### config.mk
export PLATFORM = sky130hd
export DESIGN_NAME = mips_run_ctrl
export DESIGN_NICKNAME = d
export VERILOG_FILES = /design/src/rtl/mips_run_ctrl.sv
export SDC_FILE = /design/constraint.sdc
export NUM_CORES = 1
export LEC_CHECK = 0
export ABC_AREA = 1
export CAP_MARGIN = 20
export CORE_ASPECT_RATIO = 1.2
export CORE_MARGIN = 3
export CORE_UTILIZATION = 47
export DETAILED_ROUTE_END_ITERATION = 12
export PLACE_DENSITY = 0.88
export SYNTH_ARGS = -nofsm -noshare
export SYNTH_HDL_FRONTEND = slang
export SYNTH_SLANG_ARGS = --single-unit
export TNS_END_PERCENT = 1
### constraint.sdc
create_clock -name clk_i -period 2.5 [get_ports clk_i]
set_input_delay 0.625 -clock clk_i [delete_from_list [all_inputs] [get_ports clk_i]]
set_output_delay 0.625 -clock clk_i [all_outputs]
set_load 0.01 [all_outputs]
### src/rtl/mips_run_ctrl.sv
// -----------------------------------------------------------------------------
// mips_run_ctrl
//
// Execution and program-load controller for the single-cycle MIPS core.
// Produces the core clock-enable in halt, single-step and free-run modes,
// stops the core on a PC breakpoint, and writes instruction words received
// from an external host over GPIO into instruction memory using a 4-phase
// strobe/acknowledge handshake.
//
// Ports
//   clk_i         system clock
//   rst_ni        asynchronous active-low reset
//   btn_step_i    debounced one-cycle pulse: execute one instruction
//   btn_run_i     debounced one-cycle pulse: toggle run/halt
//   load_en_i     switch level: program-load mode (highest priority)
//   gpio_data_i   instruction word from host, valid while strobe is high
//   gpio_stb_i    asynchronous host strobe
//   pc_i          current core PC (byte address)
//   brk_en_i      breakpoint enable
//   brk_addr_i    breakpoint word address
//   cpu_en_o      core clock-enable, one-cycle pulses
//   im_we_o       instruction-memory write strobe (one cycle per word)
//   im_addr_o     instruction-memory write word address
//   im_wdata_o    instruction-memory write data
//   gpio_ack_o    handshake acknowledge to host
//   state_o       0=HALT 1=STEP 2=RUN 3=LOAD
//   halt_brk_o    sticky: core was halted by the breakpoint
// -----------------------------------------------------------------------------
module mips_run_ctrl #(
  parameter int unsigned AW          = 8,
  parameter int unsigned RUN_DIV     = 25000000,
  parameter int unsigned SYNC_STAGES = 2
) (
  input  logic          clk_i,
  input  logic          rst_ni,
  input  logic          btn_step_i,
  input  logic          btn_run_i,
  input  logic          load_en_i,
  input  logic [31:0]   gpio_data_i,
  input  logic          gpio_stb_i,
  input  logic [31:0]   pc_i,
  input  logic          brk_en_i,
  input  logic [AW-1:0] brk_addr_i,
  output logic          cpu_en_o,
  output logic          im_we_o,
  output logic [AW-1:0] im_addr_o,
  output logic [31:0]   im_wdata_o,
  output logic          gpio_ack_o,
  output logic [1:0]    state_o,
  output logic          halt_brk_o
);

  // Divider width; RUN_DIV >= 2 so $clog2 is at least 1.
  localparam int unsigned DW = (RUN_DIV > 1) ? $clog2(RUN_DIV) : 1;
  localparam logic [DW-1:0] DIV_LAST = DW'(RUN_DIV - 1);

  typedef enum logic [1:0] {
    ST_HALT = 2'd0,
    ST_STEP = 2'd1,
    ST_RUN  = 2'd2,
    ST_LOAD = 2'd3
  } state_e;

  state_e               state_q, state_d;
  logic [DW-1:0]        div_q, div_d;
  logic                 halt_brk_q, halt_brk_d;
  logic                 cpu_en;

  logic [SYNC_STAGES-1:0] stb_sync_q;
  logic                 stb_prev_q;
  logic                 stb_s;
  logic                 stb_rise;

  logic [AW-1:0]        ptr_q, ptr_d;
  logic                 im_we_q, im_we_d;
  logic [AW-1:0]        im_addr_q, im_addr_d;
  logic [31:0]          im_wdata_q, im_wdata_d;
  logic                 ack_q, ack_d;

  logic                 pulse_slot;
  logic                 brk_hit;
  logic                 stay_load;
  logic                 accept;

  // ---------------------------------------------------------------------------
  // Strobe synchroniser. stb_prev_q is one extra flop behind the last
  // synchroniser stage so edge detection only looks at settled values.
  // ---------------------------------------------------------------------------
  always_ff @(posedge clk_i or negedge rst_ni) begin
    if (!rst_ni) begin
      stb_sync_q <= '0;
      stb_prev_q <= 1'b0;
    end else begin
      stb_sync_q <= {stb_sync_q[SYNC_STAGES-2:0], gpio_stb_i};
      stb_prev_q <= stb_sync_q[SYNC_STAGES-1];
    end
  end

  assign stb_s    = stb_sync_q[SYNC_STAGES-1];
  assign stb_rise = stb_s & ~stb_prev_q;

  // ---------------------------------------------------------------------------
  // Run-control FSM
  // ---------------------------------------------------------------------------
  assign pulse_slot = (state_q == ST_RUN) && (div_q == DIV_LAST);
  assign brk_hit    = brk_en_i && (pc_i[AW+1:2] == brk_addr_i);

  always_comb begin
    state_d    = state_q;
    cpu_en     = 1'b0;
    halt_brk_d = halt_brk_q;

    unique case (state_q)
      ST_HALT: begin
        // Run wins over step when both buttons arrive together.
        if (btn_run_i) begin
          state_d = ST_RUN;
        end else if (btn_step_i) begin
          state_d = ST_STEP;
        end
      end
      ST_STEP: begin
        // The breakpoint is deliberately not checked here so the user can
        // step off the instruction the core stopped on.
        cpu_en  = 1'b1;
        state_d = ST_HALT;
      end
      ST_RUN: begin
        if (btn_run_i) begin
          state_d = ST_HALT;
        end else if (pulse_slot) begin
          if (brk_hit) begin
            // Swallow the pulse: the breakpoint instruction stays unexecuted.
            state_d    = ST_HALT;
            halt_brk_d = 1'b1;
          end else begin
            cpu_en = 1'b1;
          end
        end
      end
      ST_LOAD: begin
        if (!load_en_i) begin
          state_d = ST_HALT;
        end
      end
      default: state_d = ST_HALT;
    endcase

    // Load mode overrides everything, including a pulse due this cycle.
    if (load_en_i) begin
      state_d    = ST_LOAD;
      cpu_en     = 1'b0;
      halt_brk_d = halt_brk_q;
    end

    if ((state_d != state_q) && (state_d != ST_HALT)) begin
      halt_brk_d = 1'b0;
    end
  end

  // Divider only advances while staying in RUN; any entry starts it from 0.
  always_comb begin
    div_d = '0;
    if ((state_q == ST_RUN) && (state_d == ST_RUN)) begin
      div_d = (div_q == DIV_LAST) ? '0 : div_q + DW'(1);
    end
  end

  // ---------------------------------------------------------------------------
  // Program-load handshake
  //   rise seen      -> capture word, IM_WE next cycle
  //   IM_WE cycle    -> bump pointer, raise ACK
  //   strobe low     -> drop ACK, ready for the next word
  // ---------------------------------------------------------------------------
  assign stay_load = (state_q == ST_LOAD) && load_en_i;
  assign accept    = stay_load && stb_rise && !ack_q && !im_we_q;

  always_comb begin
    im_we_d    = accept;
    im_addr_d  = im_addr_q;
    im_wdata_d = im_wdata_q;
    ack_d      = ack_q;
    ptr_d      = ptr_q;

    if (accept) begin
      im_addr_d  = ptr_q;
      im_wdata_d = gpio_data_i;
    end

    if (!stay_load) begin
      // Leaving (or not in) LOAD abandons any handshake in progress.
      ack_d = 1'b0;
    end else if (im_we_q) begin
      ack_d = 1'b1;
    end else if (ack_q && !stb_s) begin
      ack_d = 1'b0;
    end

    if ((state_d == ST_LOAD) && (state_q != ST_LOAD)) begin
      ptr_d = '0;
    end else if (stay_load && im_we_q) begin
      ptr_d = ptr_q + AW'(1);
    end
  end

  // ---------------------------------------------------------------------------
  // State registers
  // ---------------------------------------------------------------------------
  always_ff @(posedge clk_i or negedge rst_ni) begin
    if (!rst_ni) begin
      state_q    <= ST_HALT;
      div_q      <= '0;
      halt_brk_q <= 1'b0;
      ptr_q      <= '0;
      im_we_q    <= 1'b0;
      im_addr_q  <= '0;
      im_wdata_q <= '0;
      ack_q      <= 1'b0;
    end else begin
      state_q    <= state_d;
      div_q      <= div_d;
      halt_brk_q <= halt_brk_d;
      ptr_q      <= ptr_d;
      im_we_q    <= im_we_d;
      im_addr_q  <= im_addr_d;
      im_wdata_q <= im_wdata_d;
      ack_q      <= ack_d;
    end
  end

  assign cpu_en_o   = cpu_en;
  assign im_we_o    = im_we_q;
  assign im_addr_o  = im_addr_q;
  assign im_wdata_o = im_wdata_q;
  assign gpio_ack_o = ack_q;
  assign state_o    = state_q;
  assign halt_brk_o = halt_brk_q;

endmodule

==> impl_metrics.csv <==
group,metric,value,unit
outcome,status,"finished clean",
global_routing,grt_pass1_vias,3889,
power_and_ir_drop,p_leak,0.00277,µW
timing,fin_worst_skew,0.00818,ns
place,port_buffers,100,
synthesis,synth_edf_count,0,
critical_path,cp_data_arrival_time,1.84,ns
detailed_routing,vias_per_cell,4.93,
worst_hold_path,hp-class,"primary input to async pin",
clock_network,cts_inserted_buffers,9,
global_routing,grt_start_max_net_pins,52,
power_and_ir_drop,pwr-share-comb,22.1,%
final_layout,post-route-util,69.4,%
global_routing,antenna_found_initial,0,
power_and_ir_drop,seqPwrFrac,45.8,%
synthesis,synth_area_leaders,"dfrtp_1, nand2_1, inv_1",
final_layout,final_common_cell,"nand2_1",
clock_network,cts_sinks,81,
clock_network,root_buffer,"clkbuf_8",
place,place_congestion,0.938,
synthesis,synth_area,0.00404,mm²
timing,setup_viol,0,
timing,slew_viol_final,0,
job,cap_violations,0,
floorplan,coreArea,0.00824,mm²
power_and_ir_drop,total_power,3390,µW
synthesis,async_flop_share,100,%
final_layout,fillCellCount,627,
detailed_routing,dr.max_layer_used,"met4",
synthesis,synth_top_area_share,50.2,%
power_and_ir_drop,p_sw,915,µW
timing,slew_headroom,68.7,%
detailed_routing,route.met3.wl,559,µm
final_layout,drive_gt1_share,16.3,%
global_routing,overflow,0,
detailed_routing,drt_pass1_iterations,5,
clock_network,clockBufferDepth,2,
critical_path,cp-start-kind,"flip-flop",
power_and_ir_drop,powerDensity,592,mW/mm²
clock_network,cts_tree,"built",
power_and_ir_drop,clockPowerShare,32.1,%
synthesis,syn_avg_cell_area,8.06,µm²
detailed_routing,wl_per_cell,13.4,µm
place,postPlaceCellArea,0.00547,mm²
floorplan,rows,36,
final_layout,nets,731,
floorplan,fp.dieH,108,µm
detailed_routing,drt_iter0_markers,221,
timing,timing.final.crit_share,98.7,%
synthesis,yosysUniqueCellTypes,34,
synthesis,yosysSeqAreaShare,50.2,%
floorplan,die_area,0.00974,mm²
final_layout,syn_to_final_growth,41.8,%
clock_network,insertion_delay,0.36,ns
synthesis,synth_top_area_cell,"dfrtp_1",
synthesis,yosysWarnings,0,
synthesis,synthFlopType,"dfrtp_1",
timing,finalHoldViolCount,0,
place,dp_slack,-0.660,ns
floorplan,die_x,90.6,µm
synthesis,synthCells,501,
synthesis,syn_nets,586,
clock_network,clk_pin_slew,0.08,ns
timing,setup_ws,0.0328,ns
synthesis,ys_seq_elements,81,
critical_path,cp_slowest_stage_delay,0.37,ns
power_and_ir_drop,vdd_drop_max,0.513,mV
clock_network,cts_max_level,3,
power_and_ir_drop,intPower,2480,µW
timing,worst_pin_slew,0.467,ns
critical_path,crit_chain,"ha_2 -> nand3_2 -> inv_2 -> nand2_4 -> nor2_4 -> nand2_2 -> nor4_4 -> o21ai_1 -> nor2_1 -> buf_2",
power_and_ir_drop,p_sw_share,27.0,%
detailed_routing,ant_nets,0,
detailed_routing,drc,0,
timing,rsz0062_at_grt,"yes",
final_layout,mostFrequentLayoutCells,"nand2_1, dfrtp_1, clkdlybuf4s50_1",
detailed_routing,wl_met2,5.42,mm
detailed_routing,via_count,3772,
detailed_routing,drt-met1-wl,4.01,mm
critical_path,critPathKind,"flip-flop to primary output",
floorplan,initial_utilization,49.0,%
critical_path,crit_path_top_delay_cell,"dfrtp_1",
critical_path,cp-end-kind,"primary output",
detailed_routing,routed_wl,10.3,mm
critical_path,worstPathRequired,1.88,ns
final_layout,final_cell_area,0.00572,mm²
global_routing,grt_pass1_wl,16.9,mm
global_routing,grtUsageTotal,21.4,%
timing,fin_crit,2.47,ns
final_layout,n_antenna_cell,0,
floorplan,io_pins,125,
critical_path,cp_max_fo,2,
place,hpwl,7.80,mm
timing,fmax,0.405,GHz
## final timing paths
path                                    startpoint                         to  slack (ns)  cells past startpoint
setup reg to reg                div_q[1]$_DFF_PN0_        div_q[18]$_DFF_PN0_        0.29                     15
min in group clk_i         stb_sync_q[0]$_DFF_PN0_    stb_sync_q[1]$_DFF_PN0_        0.35                      0
max in group asynchronous                   rst_ni  im_wdata_o[9]$_DFFE_PN0P_        1.69                      2
hold reg to reg            stb_sync_q[0]$_DFF_PN0_    stb_sync_q[1]$_DFF_PN0_        0.35                      0
hold / removal                              rst_ni        div_q[20]$_DFF_PN0_        0.20                      1
setup / recovery                div_q[1]$_DFF_PN0_                   cpu_en_o        0.03                     10
## metal layers
| layer | vias up | track usage [%] |
|---|---|---|
| li1 | 1847 | - |
| met2 | 94 | 38.8 |
| met1 | 1803 | 23.4 |
| met5 | - | 0 |
| met3 | 28 | 4.69 |
| met4 | 0 | 10.5 |
## worst max-delay path, delay by kind of cell, from the launching register on
family                   cells  cell delay (ns)
buffers and inverters        2             0.23
AO/OA/AOI/OAI                1             0.09
adder cells (fa/ha/maj)      1             0.20
flip-flops                   1             0.37
AND/OR/NAND/NOR              6             0.60
## power groups by stage
stage / clock (µW) / sequential, µW / combinational, µW
after floorplan: 0 / 1640 / 189
after global placement: 0 / 1570 / 736
after detailed placement: 0 / 1570 / 764
after CTS: 1110 / 1550 / 760
after global routing: 1160 / 1570 / 816
final: 1090 / 1550 / 749
## state kept, by name, summed over array words and instances (netlist names)
name,count
ptr_q,8
im_we_o,1
stb_prev_q,1
div_q,25
im_addr_o,8
im_wdata_o,32
gpio_ack_o,1
halt_brk_o,1
stb_sync_q,2
state_o,2
## stage by stage
step / setup TNS, ns / hold slack [ns] / std cells
global route: -0.0553 / 0.207 / 765
global placement: -0.531 / 0.332 / 747
detailed placement: -1.58 / 0.335 / 747
CTS: -0.0371 / 0.201 / 765
finish: 0 / 0.199 / 765
floorplan: 0 / 0.329 / 501
## cell usage after synthesis, types with 2 or more instances
| library cell | number |
|---|---|
| nand3b_1 | 3 |
| dfrtp_1 | 81 |
| nor2_1 | 43 |
| nand2_2 | 4 |
| or2_2 | 3 |
| nor4_1 | 4 |
| nand4_1 | 9 |
| a21oi_1 | 2 |
| xor2_1 | 15 |
| nor3_1 | 16 |
| inv_1 | 55 |
| o31ai_1 | 2 |
| nand2_4 | 3 |
| ha_1 | 6 |
| clkbuf_1 | 8 |
| o21ai_0 | 17 |
| nand3_1 | 21 |
| nor2_2 | 22 |
| nand2_1 | 171 |
| buf_6 | 2 |
## cell type report
class	instances	area [µm²]	area share [%]
clock buffers	11	141	2.47
clock inverters	5	86.3	1.51
inverters	58	223	3.89
multi-input cells	350	1760	30.7
flip-flops and latches	81	2030	35.4
well taps	114	143	2.49
repair buffers	146	1350	23.5
## what timing repair did
item                                    4_1_cts  5_1_grt
pin swaps                                    18        5
gates cloned                                  0        0
hold buffers                                  0        0
resized for setup                            29        4
buffers inserted                              2        0
endpoints found under the setup margin        1        1
## cell families after synthesis
logic type | share of synthesized area, %
buffers and inverters | 7.04
adder cells (fa/ha/maj) | 1.86
AND/OR/NAND/NOR | 34.2
AO/OA/AOI/OAI | 3.22
flip-flops | 50.2
XOR/XNOR | 3.47
(Power assumes the default switching activity.)
